**src/rtl/hit_detect_pkg.sv**
```systemverilog
// Shared game definitions: arena bounds, hit-detect state encoding and the flash colour.
// The HP bar and arena drawing stages import the same values.
package hit_detect_pkg;

    localparam logic [11:0] ARENA_TOP_V    = 12'd367;
    localparam logic [11:0] ARENA_BOTTOM_V = 12'd667;
    localparam logic [11:0] ARENA_LEFT_H   = 12'd361;
    localparam logic [11:0] ARENA_RIGHT_H  = 12'd661;

    localparam logic [7:0]  INVULN_FRAMES_DEFAULT = 8'd60;
    localparam int          BLINK_LOG2_DEFAULT    = 3;
    localparam logic [11:0] BLINK_COLOR_DEFAULT   = 12'hf00;

    typedef enum logic [1:0] {
        ST_IDLE   = 2'd0,
        ST_ARMED  = 2'd1,
        ST_INVULN = 2'd2
    } hit_state_e;

    // Half-open interval test: lo <= pos < hi.
    function automatic logic in_span(input logic [11:0] pos,
                                     input logic [11:0] lo,
                                     input logic [11:0] hi);
        return (pos >= lo) && (pos < hi);
    endfunction

endpackage

```
**src/rtl/hit_detect_frame_edge.sv**
```systemverilog
// Detects the rising edge of vblnk (frame start) and keeps a free-running 8-bit frame counter;
// exposes the counter bit that sets the flash phase.
module hit_detect_frame_edge
    import hit_detect_pkg::*;
#(
    parameter int BLINK_LOG2 = BLINK_LOG2_DEFAULT
) (
    input  logic clk_i,
    input  logic rst_ni,
    input  logic vblnk_i,
    output logic frame_start_o,
    output logic blink_phase_o
);

    logic       vblnk_q;
    logic [7:0] frame_cnt_q;
    logic [7:0] frame_cnt_d;

    assign frame_start_o = vblnk_i && !vblnk_q;
    assign frame_cnt_d   = frame_start_o ? frame_cnt_q + 8'd1 : frame_cnt_q;
    assign blink_phase_o = frame_cnt_q[BLINK_LOG2];

    always_ff @(posedge clk_i) begin
        if (!rst_ni) begin
            vblnk_q     <= 1'b0;
            frame_cnt_q <= 8'd0;
        end else begin
            vblnk_q     <= vblnk_i;
            frame_cnt_q <= frame_cnt_d;
        end
    end

endmodule

```
**src/rtl/hit_detect.sv**
```systemverilog
// Player/obstacle overlap detector: one player_hit pulse per hit frame, followed by a
// frame-counted invulnerability window during which the player sprite flashes.
module hit_detect
    import hit_detect_pkg::*;
#(
    parameter logic [11:0] TOP_V_LINE    = ARENA_TOP_V,
    parameter logic [11:0] BOTTOM_V_LINE = ARENA_BOTTOM_V,
    parameter logic [11:0] LEFT_H_LINE   = ARENA_LEFT_H,
    parameter logic [11:0] RIGHT_H_LINE  = ARENA_RIGHT_H,
    parameter logic [7:0]  INVULN_FRAMES = INVULN_FRAMES_DEFAULT,
    parameter int          BLINK_LOG2    = BLINK_LOG2_DEFAULT,
    parameter logic [11:0] BLINK_COLOR   = BLINK_COLOR_DEFAULT
) (
    input  logic        pclk,
    input  logic        rst,
    input  logic [11:0] vcount_in,
    input  logic [11:0] hcount_in,
    input  logic        vsync_in,
    input  logic        vblnk_in,
    input  logic        hsync_in,
    input  logic        hblnk_in,
    input  logic [11:0] rgb_in,
    input  logic        player_on,
    input  logic        obstacle_on,
    input  logic        game_on,
    output logic [11:0] vcount_out,
    output logic [11:0] hcount_out,
    output logic        vsync_out,
    output logic        vblnk_out,
    output logic        hsync_out,
    output logic        hblnk_out,
    output logic [11:0] rgb_out,
    output logic        player_hit,
    output logic        invulnerable
);

    logic frame_start;
    logic blink_phase;

    hit_detect_frame_edge #(
        .BLINK_LOG2(BLINK_LOG2)
    ) u_frame_edge (
        .clk_i         (pclk),
        .rst_ni        (rst),
        .vblnk_i       (vblnk_in),
        .frame_start_o (frame_start),
        .blink_phase_o (blink_phase)
    );

    hit_state_e  state_q, state_d;
    logic        hit_flag_q, hit_flag_d;
    logic [7:0]  inv_cnt_q, inv_cnt_d;
    logic        hit_pulse;
    logic        player_hit_q;
    logic [11:0] rgb_q, rgb_nxt;
    logic [11:0] vcount_q, hcount_q;
    logic        vsync_q, vblnk_q, hsync_q, hblnk_q;

    logic in_arena;
    logic active_px;
    logic collide;

    assign in_arena  = in_span(vcount_in, TOP_V_LINE, BOTTOM_V_LINE) &&
                       in_span(hcount_in, LEFT_H_LINE, RIGHT_H_LINE);
    assign active_px = !hblnk_in && !vblnk_in;
    assign collide   = player_on && obstacle_on && in_arena && active_px;

    // A hit is only accepted on the frame boundary, so the pulse lines up with vblnk_out rising.
    always_comb begin
        state_d    = state_q;
        hit_flag_d = hit_flag_q;
        inv_cnt_d  = inv_cnt_q;
        hit_pulse  = 1'b0;
        if (!game_on) begin
            state_d    = ST_IDLE;
            hit_flag_d = 1'b0;
            inv_cnt_d  = 8'd0;
        end else begin
            case (state_q)
                ST_IDLE: begin
                    hit_flag_d = 1'b0;
                    inv_cnt_d  = 8'd0;
                    state_d    = ST_ARMED;
                end
                ST_ARMED: begin
                    if (frame_start && (hit_flag_q || collide)) begin
                        hit_pulse  = 1'b1;
                        inv_cnt_d  = INVULN_FRAMES;
                        hit_flag_d = 1'b0;
                        state_d    = ST_INVULN;
                    end else if (collide) begin
                        hit_flag_d = 1'b1;
                    end
                end
                ST_INVULN: begin
                    hit_flag_d = 1'b0;
                    if (frame_start) begin
                        if (inv_cnt_q <= 8'd1) begin
                            inv_cnt_d = 8'd0;
                            state_d   = ST_ARMED;
                        end else begin
                            inv_cnt_d = inv_cnt_q - 8'd1;
                        end
                    end
                end
                default: begin
                    state_d    = ST_IDLE;
                    hit_flag_d = 1'b0;
                    inv_cnt_d  = 8'd0;
                end
            endcase
        end
    end

    always_comb begin
        rgb_nxt = rgb_in;
        if ((state_q == ST_INVULN) && player_on && blink_phase && active_px) begin
            rgb_nxt = BLINK_COLOR;
        end
    end

    always_ff @(posedge pclk) begin
        if (!rst) begin
            state_q      <= ST_IDLE;
            hit_flag_q   <= 1'b0;
            inv_cnt_q    <= 8'd0;
            player_hit_q <= 1'b0;
            rgb_q        <= 12'd0;
            vcount_q     <= 12'd0;
            hcount_q     <= 12'd0;
            vsync_q      <= 1'b0;
            vblnk_q      <= 1'b0;
            hsync_q      <= 1'b0;
            hblnk_q      <= 1'b0;
        end else begin
            state_q      <= state_d;
            hit_flag_q   <= hit_flag_d;
            inv_cnt_q    <= inv_cnt_d;
            player_hit_q <= hit_pulse;
            rgb_q        <= rgb_nxt;
            vcount_q     <= vcount_in;
            hcount_q     <= hcount_in;
            vsync_q      <= vsync_in;
            vblnk_q      <= vblnk_in;
            hsync_q      <= hsync_in;
            hblnk_q      <= hblnk_in;
        end
    end

    assign vcount_out   = vcount_q;
    assign hcount_out   = hcount_q;
    assign vsync_out    = vsync_q;
    assign vblnk_out    = vblnk_q;
    assign hsync_out    = hsync_q;
    assign hblnk_out    = hblnk_q;
    assign rgb_out      = rgb_q;
    assign player_hit   = player_hit_q;
    assign invulnerable = (state_q == ST_INVULN);

endmodule

```
**config.mk**
```make
export PLATFORM = sky130hd
export DESIGN_NAME = hit_detect
export DESIGN_NICKNAME = d
export VERILOG_FILES = /design/src/rtl/hit_detect_pkg.sv /design/src/rtl/hit_detect_frame_edge.sv /design/src/rtl/hit_detect.sv
export SDC_FILE = /design/constraint.sdc
export NUM_CORES = 1
export LEC_CHECK = 0
export ABC_AREA = 1
export CAP_MARGIN = 20
export CORE_MARGIN = 10
export CORE_UTILIZATION = 44
export CTS_CLUSTER_SIZE = 16
export DETAILED_ROUTE_END_ITERATION = 8
export PLACE_DENSITY = 0.79
export SKIP_CTS_REPAIR_TIMING = 1
export SLEW_MARGIN = 25
export SYNTH_ARGS = -nofsm -noshare
export SYNTH_HDL_FRONTEND = slang
export SYNTH_SLANG_ARGS = --single-unit
```
**constraint.sdc**
```tcl
create_clock -name pclk -period 2.3 [get_ports pclk]
set_input_delay 0.345 -clock pclk [delete_from_list [all_inputs] [get_ports pclk]]
set_output_delay 0.345 -clock pclk [all_outputs]
set_load 0.05 [all_outputs]
```
==> impl_metrics.tcl, run 1 <==
set metrics [dict create \
    cts.sinks 56 \
    p_per_area_nw_per_um2 606 \
    crit_slowest_cell "clkdlybuf4s50_1" \
    nNetsFinal 477 \
    hpwl_mm 4.88 \
    netlist_instances 335 \
    final_common_cell "clkdlybuf4s50_1" \
    syn_area_um2 2400 \
    wl_per_cell_um 12.1 \
    start_util_pct 46.0 \
    synthArstFlopShare_pct 0 \
    num_vias 2255 \
    clk_path_buf_depth 2 \
    synth_top_cell_by_area "dfxtp_1" \
    finalCritPeriodShare_pct 96.7 \
    dpl_worst_slack_ns 0.224 \
    cp_top_family "buffers and inverters" \
    skew_ns 0.00615 \
    setup.worst_path.class "reg -> out" \
    switching_power_w 0.000649 \
    core_area_um2 5200 \
    portBuffers 86 \
    hold_violations 0 \
    grt_use_met1_pct 14.9 \
    drt_pre_antenna_iters 4 \
    cts_root_buffer "clkbuf_8" \
    final_cells 496 \
    post-route-drc-count 0 \
    detail-route-antenna-nets 0 \
    grt_use_met2_pct 22.4 \
    dieArea_um2 8800 \
    grt_pass1_wl_mm 9.76 \
    ctsHtreeMaxLevel 2 \
    drt_iter0_drc 131 \
    ir_drop_uv 328 \
    grt_pass1_vias 2169 \
    area_delta_synth_final_pct 43.1 \
    grt_max_degree 29 \
    maxCapViolations 0 \
    p_leak_nw 1.70 \
    setup_viol 0 \
    p_clk_share_pct 27.1 \
    synth_top_area_share_pct 46.8 \
    path_clk_slew_ns 0.11 \
    wl_mm 6.00 \
    die_w_um 93.8 \
    dp.cells 488 \
    path_buf_inv 2 \
    final_cell_mix "86 x clkdlybuf4s50_1, 76 x nand2_1, 75 x inv_1, 56 x dfxtp_1, 43 x nor2_1" \
    worstPathMaxFanout 6 \
    diodes 0 \
    slew_headroom_pct 63.1 \
    swShare_pct 31.2 \
    maxSlewViolCount 0 \
    endpoint_kind "primary output" \
    p_int_w 0.00143 \
    start_kind "flop" \
    cp.arrival_ns 1.88 \
    avgViaCountPerCell 4.55 \
    status "complete, no violations" \
    synth_area_per_cell_um2 7.15 \
    ys_warn_count 0 \
    crit_chain "inv_1 > ha_1 > clkdlybuf4s50_1" \
    fin_worst_hold_slack_ns 0.472 \
    synth-edff-count 0 \
    num_rows 26 \
    use_met3_pct 6.24 \
    final_area_um2 3430 \
    fin_tns_setup_ns 0 \
    worst_pin_slew_ns 0.551 \
    routabilityCongestion 0.920 \
    synthFlopType "dfxtp_1" \
    p_comb_share_pct 23.1 \
    clk_latency_ns 0.31 \
    cts_tree "done" \
    rsz0062_at_grt "no" \
    synth.distinct_cells 28 \
    cp_data_required_time_ns 1.96 \
    grtUsageTotal_pct 13.6 \
    syn-num-nets 387 \
    seq_area_frac_synth_pct 46.8 \
    synth_seq_cells 56 \
    worst_slack_ns 0.0762 \
    fmax_mhz 450 \
    synth_area_leaders "dfxtp_1 47%, nand2_1 12%, inv_1 12%" \
    post_dp_cell_area_um2 3330 \
    grt_antenna_before_repair 0 \
    drive_above_1_share_pct 4.93 \
    cts_made_buffers 5 \
    rrSetupSlack_ns 0.52 \
    seq_power_share_pct 49.8 \
    period_needed_ns 2.22 \
    max_stage_delay_ns 0.85 \
    hold_path.class "reg -> reg" \
    globalRoute.busiestLayer "met2" \
    die_y_um 93.8 \
    grt_overflow 0 \
    io_pins 87 \
]
[flip-flops by register name, indices dropped and copies added, names as in the netlist]
register                  cells
hblnk_out                     1
hcount_out                   12
hit_flag_q                    1
hsync_out                     1
inv_cnt_q                     8
player_hit                    1
rgb_out                      12
state_q                       2
u_frame_edge.frame_cnt_q      4
u_frame_edge.vblnk_q          1
vcount_out                   12
vsync_out                     1
[worst paths after layout]
kind | cells after the start | startpoint | endpoint
worst max-delay path | 3 | state_q[0] | invulnerable
worst max register to register | 9 | inv_cnt_q[0] | inv_cnt_q[4]
worst min-delay path | 2 | u_frame_edge.frame_cnt_q[2] | u_frame_edge.frame_cnt_q[2]
worst min register to register | 2 | u_frame_edge.frame_cnt_q[2] | u_frame_edge.frame_cnt_q[2]
[worst register-to-register path: stages, from the launching register on]
cell and delay [ns]:
dfxtp_1 0.42, inv_1 0.09, ha_1 0.24, inv_1 0.06, nor2_1 0.08, o21bai_2 0.25
nand3_1 0.17, o21ai_0 0.21, nand2_1 0.08, a21oi_1 0.12
[cell usage after synthesis, types with 2 or more instances]
| library cell | n |
|---|---|
| nor3_1 | 4 |
| a21oi_1 | 14 |
| nand4_1 | 2 |
| nand2_1 | 76 |
| clkbuf_1 | 4 |
| nor4_1 | 2 |
| o21ai_1 | 5 |
| inv_2 | 3 |
| nor2_1 | 43 |
| xnor2_1 | 2 |
| xor2_1 | 3 |
| inv_1 | 75 |
| dfxtp_1 | 56 |
| nand3_1 | 20 |
| a21oi_2 | 2 |
| nand2_4 | 2 |
| o21ai_0 | 5 |
| ha_1 | 7 |
[cells by family (layout without fill, tap and decap cells)]
group                      after synthesis  count (layout)  synth area share, %
DFF                                     56              56                 46.8
xor gates and xnor gates                 5               5                 1.83
and+or+nand+nor                        154             154                 27.2
AOI/OAI and AO/OA                       30              30                 7.21
adders and majority gates                7               7                 3.66
buffers and inverters                   83             174                 13.3
[power groups by stage]
stage                     logic, W  clock network (W)  registers, W
after CTS                 0.000484           0.000579       0.00103
after floorplan           0.000155                  0       0.00119
after global placement    0.000475                  0       0.00105
final                     0.000480           0.000564       0.00103
after global routing      0.000521           0.000615       0.00104
after detailed placement  0.000482                  0       0.00106
[per-layer routing]
metal	up-vias	part of all wire, %	wire length, µm
met3	9	10	599
met5	-	0	0
li1	1178	-	-
met4	0	2.3	139
met1	1000	40	2410
met2	68	48	2850
[through the flow]
stage,utilization (%),total power [W]
after global placement,64.0,0.00153
after global routing,65.9,0.00217
final,65.9,0.00208
after floorplan,-,0.00134
after detailed placement,64.0,0.00154
after CTS,65.9,0.00210
[final cells by class]
cell class | count | area [µm²]
Fill cell | 449 | 1780
Sequential cell | 56 | 1120
Multi-Input combinational cell | 196 | 956
Timing Repair Buffer | 88 | 876
Inverter | 78 | 293
Tap cell | 70 | 87.6
Clock buffer | 5 | 68.8
Clock inverter | 3 | 26.3
Note: power is estimated with default switching activity, not from simulation.
==> inputs of run 2 (changes only) <==
--- a/config.mk
+++ b/config.mk
@@ -11,6 +11,7 @@
 export CORE_UTILIZATION = 44
 export CTS_CLUSTER_SIZE = 16
 export DETAILED_ROUTE_END_ITERATION = 8
+export GPL_TIMING_DRIVEN = 0
 export PLACE_DENSITY = 0.79
 export SKIP_CTS_REPAIR_TIMING = 1
 export SLEW_MARGIN = 25
==> run 2 against run 1 <==
  * Total power is essentially flat
  * Critical path type is now reg -> reg
  * Clock-buffer cell count stayed put
  * Clock power is essentially flat
==> impl_metrics.tcl, run 2 (synthesis results as in run 1) <==
set metrics [dict create \
    fin_tns_setup_ns 0 \
    cp_data_required_time_ns 2.50 \
    hpwl_mm 4.80 \
    n_fill_cell 459 \
    p_int_w 0.00143 \
    rsz0062_at_grt "no" \
    p_per_area_nw_per_um2 605 \
    maxSlewViolCount 0 \
    grt_overflow 0 \
    grt_antenna_before_repair 0 \
    diodes 0 \
    min_to "rgb_out[8]" \
    drt_pre_antenna_iters 4 \
    wl_per_cell_um 12.1 \
    r2r-start "state_q[0]" \
    grt_pass1_vias 2197 \
    crit_chain "inv_1 > ha_1 > inv_1 > o21ai_1 > nand2_4 > buf_6 > o21ai_1 > nor2_1" \
    final_cell_mix "84 x clkdlybuf4s50_1, 76 x nand2_1, 75 x inv_1, 56 x dfxtp_1, 43 x nor2_1" \
    drt_iter0_drc 116 \
    cts_root_buffer "clkbuf_8" \
    p_clk_share_pct 27.0 \
    swShare_pct 31.2 \
    status "complete, no violations" \
    cp.arrival_ns 2.17 \
    max_stage_delay_ns 0.56 \
    crit_slowest_cell "o21ai_1" \
    setup.worst_path.class "reg -> reg" \
    dp.cells 490 \
    p_leak_nw 1.72 \
    final_cells 498 \
    num_vias 2242 \
    timing.rr.end "inv_cnt_q[5]" \
    num_rows 26 \
    rrSetupSlack_ns 0.32 \
    area_delta_synth_final_pct 43.3 \
    io_pins 87 \
    start_kind "flop" \
    worstPathMaxFanout 10 \
    portBuffers 85 \
    worst-r2r-cell-count 8 \
    path_clk_slew_ns 0.10 \
    fmax_mhz 505 \
    min-delay-start "rst" \
    switching_power_w 0.000649 \
    whs_path_depth 3 \
    grtUsageTotal_pct 14.1 \
    setup_viol 0 \
    final_common_cell "clkdlybuf4s50_1" \
    path_buf_inv 3 \
    die_w_um 93.8 \
    clk_path_buf_depth 2 \
    period_needed_ns 1.98 \
    grt_max_degree 20 \
    cts_tree "done" \
    endpoint_kind "flop" \
    grt_pass1_wl_mm 9.96 \
    ir_drop_uv 352 \
    core_area_um2 5200 \
    worst_pin_slew_ns 0.660 \
    wl_mm 6.04 \
    dieArea_um2 8800 \
    ctsHtreeMaxLevel 2 \
    p_comb_share_pct 23.3 \
    drive_above_1_share_pct 4.67 \
    clk_latency_ns 0.32 \
    start_util_pct 46.0 \
    cts.sinks 56 \
    maxCapViolations 0 \
    seq_power_share_pct 49.7 \
    detail-route-antenna-nets 0 \
    finalCritPeriodShare_pct 86.0 \
    power.total_w 0.00208 \
    cp_top_family "compound AO/OA/AOI/OAI gates" \
    cts_made_buffers 5 \
    slew_headroom_pct 55.7 \
    routabilityCongestion 0.897 \
    nNetsFinal 479 \
    fin_worst_hold_slack_ns 0.461 \
    hold_path.class "in -> reg" \
    cp_num_cells 8 \
    post-route-drc-count 0 \
    die_y_um 93.8 \
    avgViaCountPerCell 4.50 \
    skew_ns 0.0106 \
    hold_violations 0 \
]
[run 2: layer usage]
metal  routed length [µm]  vias up  global-route usage (%)  part of all wire (%)
li1                     -     1179                       -                     -
met1                 2360      979                    15.6                    39
met2                 2870       75                    22.5                    48
met3                  656        9                    7.11                    11
met4                  145        0                    5.70                   2.4
met5                    0        -                       0                     0
[run 2: per-stage QoR]
stage	utilization [%]	worst slack [ns]	area (µm²)
2_1_floorplan	-	0.232	2400
3_3_place_gp	64.1	0.152	3330
5_1_grt	66.0	0.113	3430
3_5_place_dp	64.1	0.127	3330
6_report	66.0	0.321	3430
4_1_cts	65.9	0.0785	3430
[run 2: worst max path at each step]
stage,start,endpoint,slack [ns]
6_report,state_q[0],inv_cnt_q[5],0.32
5_1_grt,state_q[0],state_q[0],0.11
4_1_cts,state_q[0],invulnerable,0.08
3_5_place_dp,vblnk_in,inv_cnt_q[2],0.13
3_3_place_gp,vblnk_in,inv_cnt_q[6],0.15
2_1_floorplan,state_q[0],state_q[0],0.23
[run 2: power by group through the flow]
stage               clock network [W]  logic, W  registers [W]
global route                 0.000627  0.000525        0.00104
CTS                          0.000584  0.000488        0.00103
global placement                    0  0.000479        0.00105
finish                       0.000561  0.000484        0.00103
floorplan                           0  0.000155        0.00119
detailed placement                  0  0.000485        0.00106
[run 2: area by class of cell]
cell class	count	area (µm²)	share of cell area (%)
Clock inverter	3	27.5	0.802
Tap cell	70	87.6	2.55
Multi-Input combinational cell	196	956	27.8
Inverter	78	293	8.53
Sequential cell	56	1120	32.7
Clock buffer	5	68.8	2.00
Buffer	5	26.3	0.765
Timing Repair Buffer	85	853	24.9
[run 2: worst reg2reg max path: cells and delay by family (launching register included)]
| family | cells | cell delay, ns |
|---|---|---|
| adders and majority gates | 1 | 0.26 |
| buffers and inverters | 3 | 0.39 |
| and+or+nand+nor | 2 | 0.18 |
| DFF | 1 | 0.35 |
| AOI/OAI and AO/OA | 2 | 0.69 |
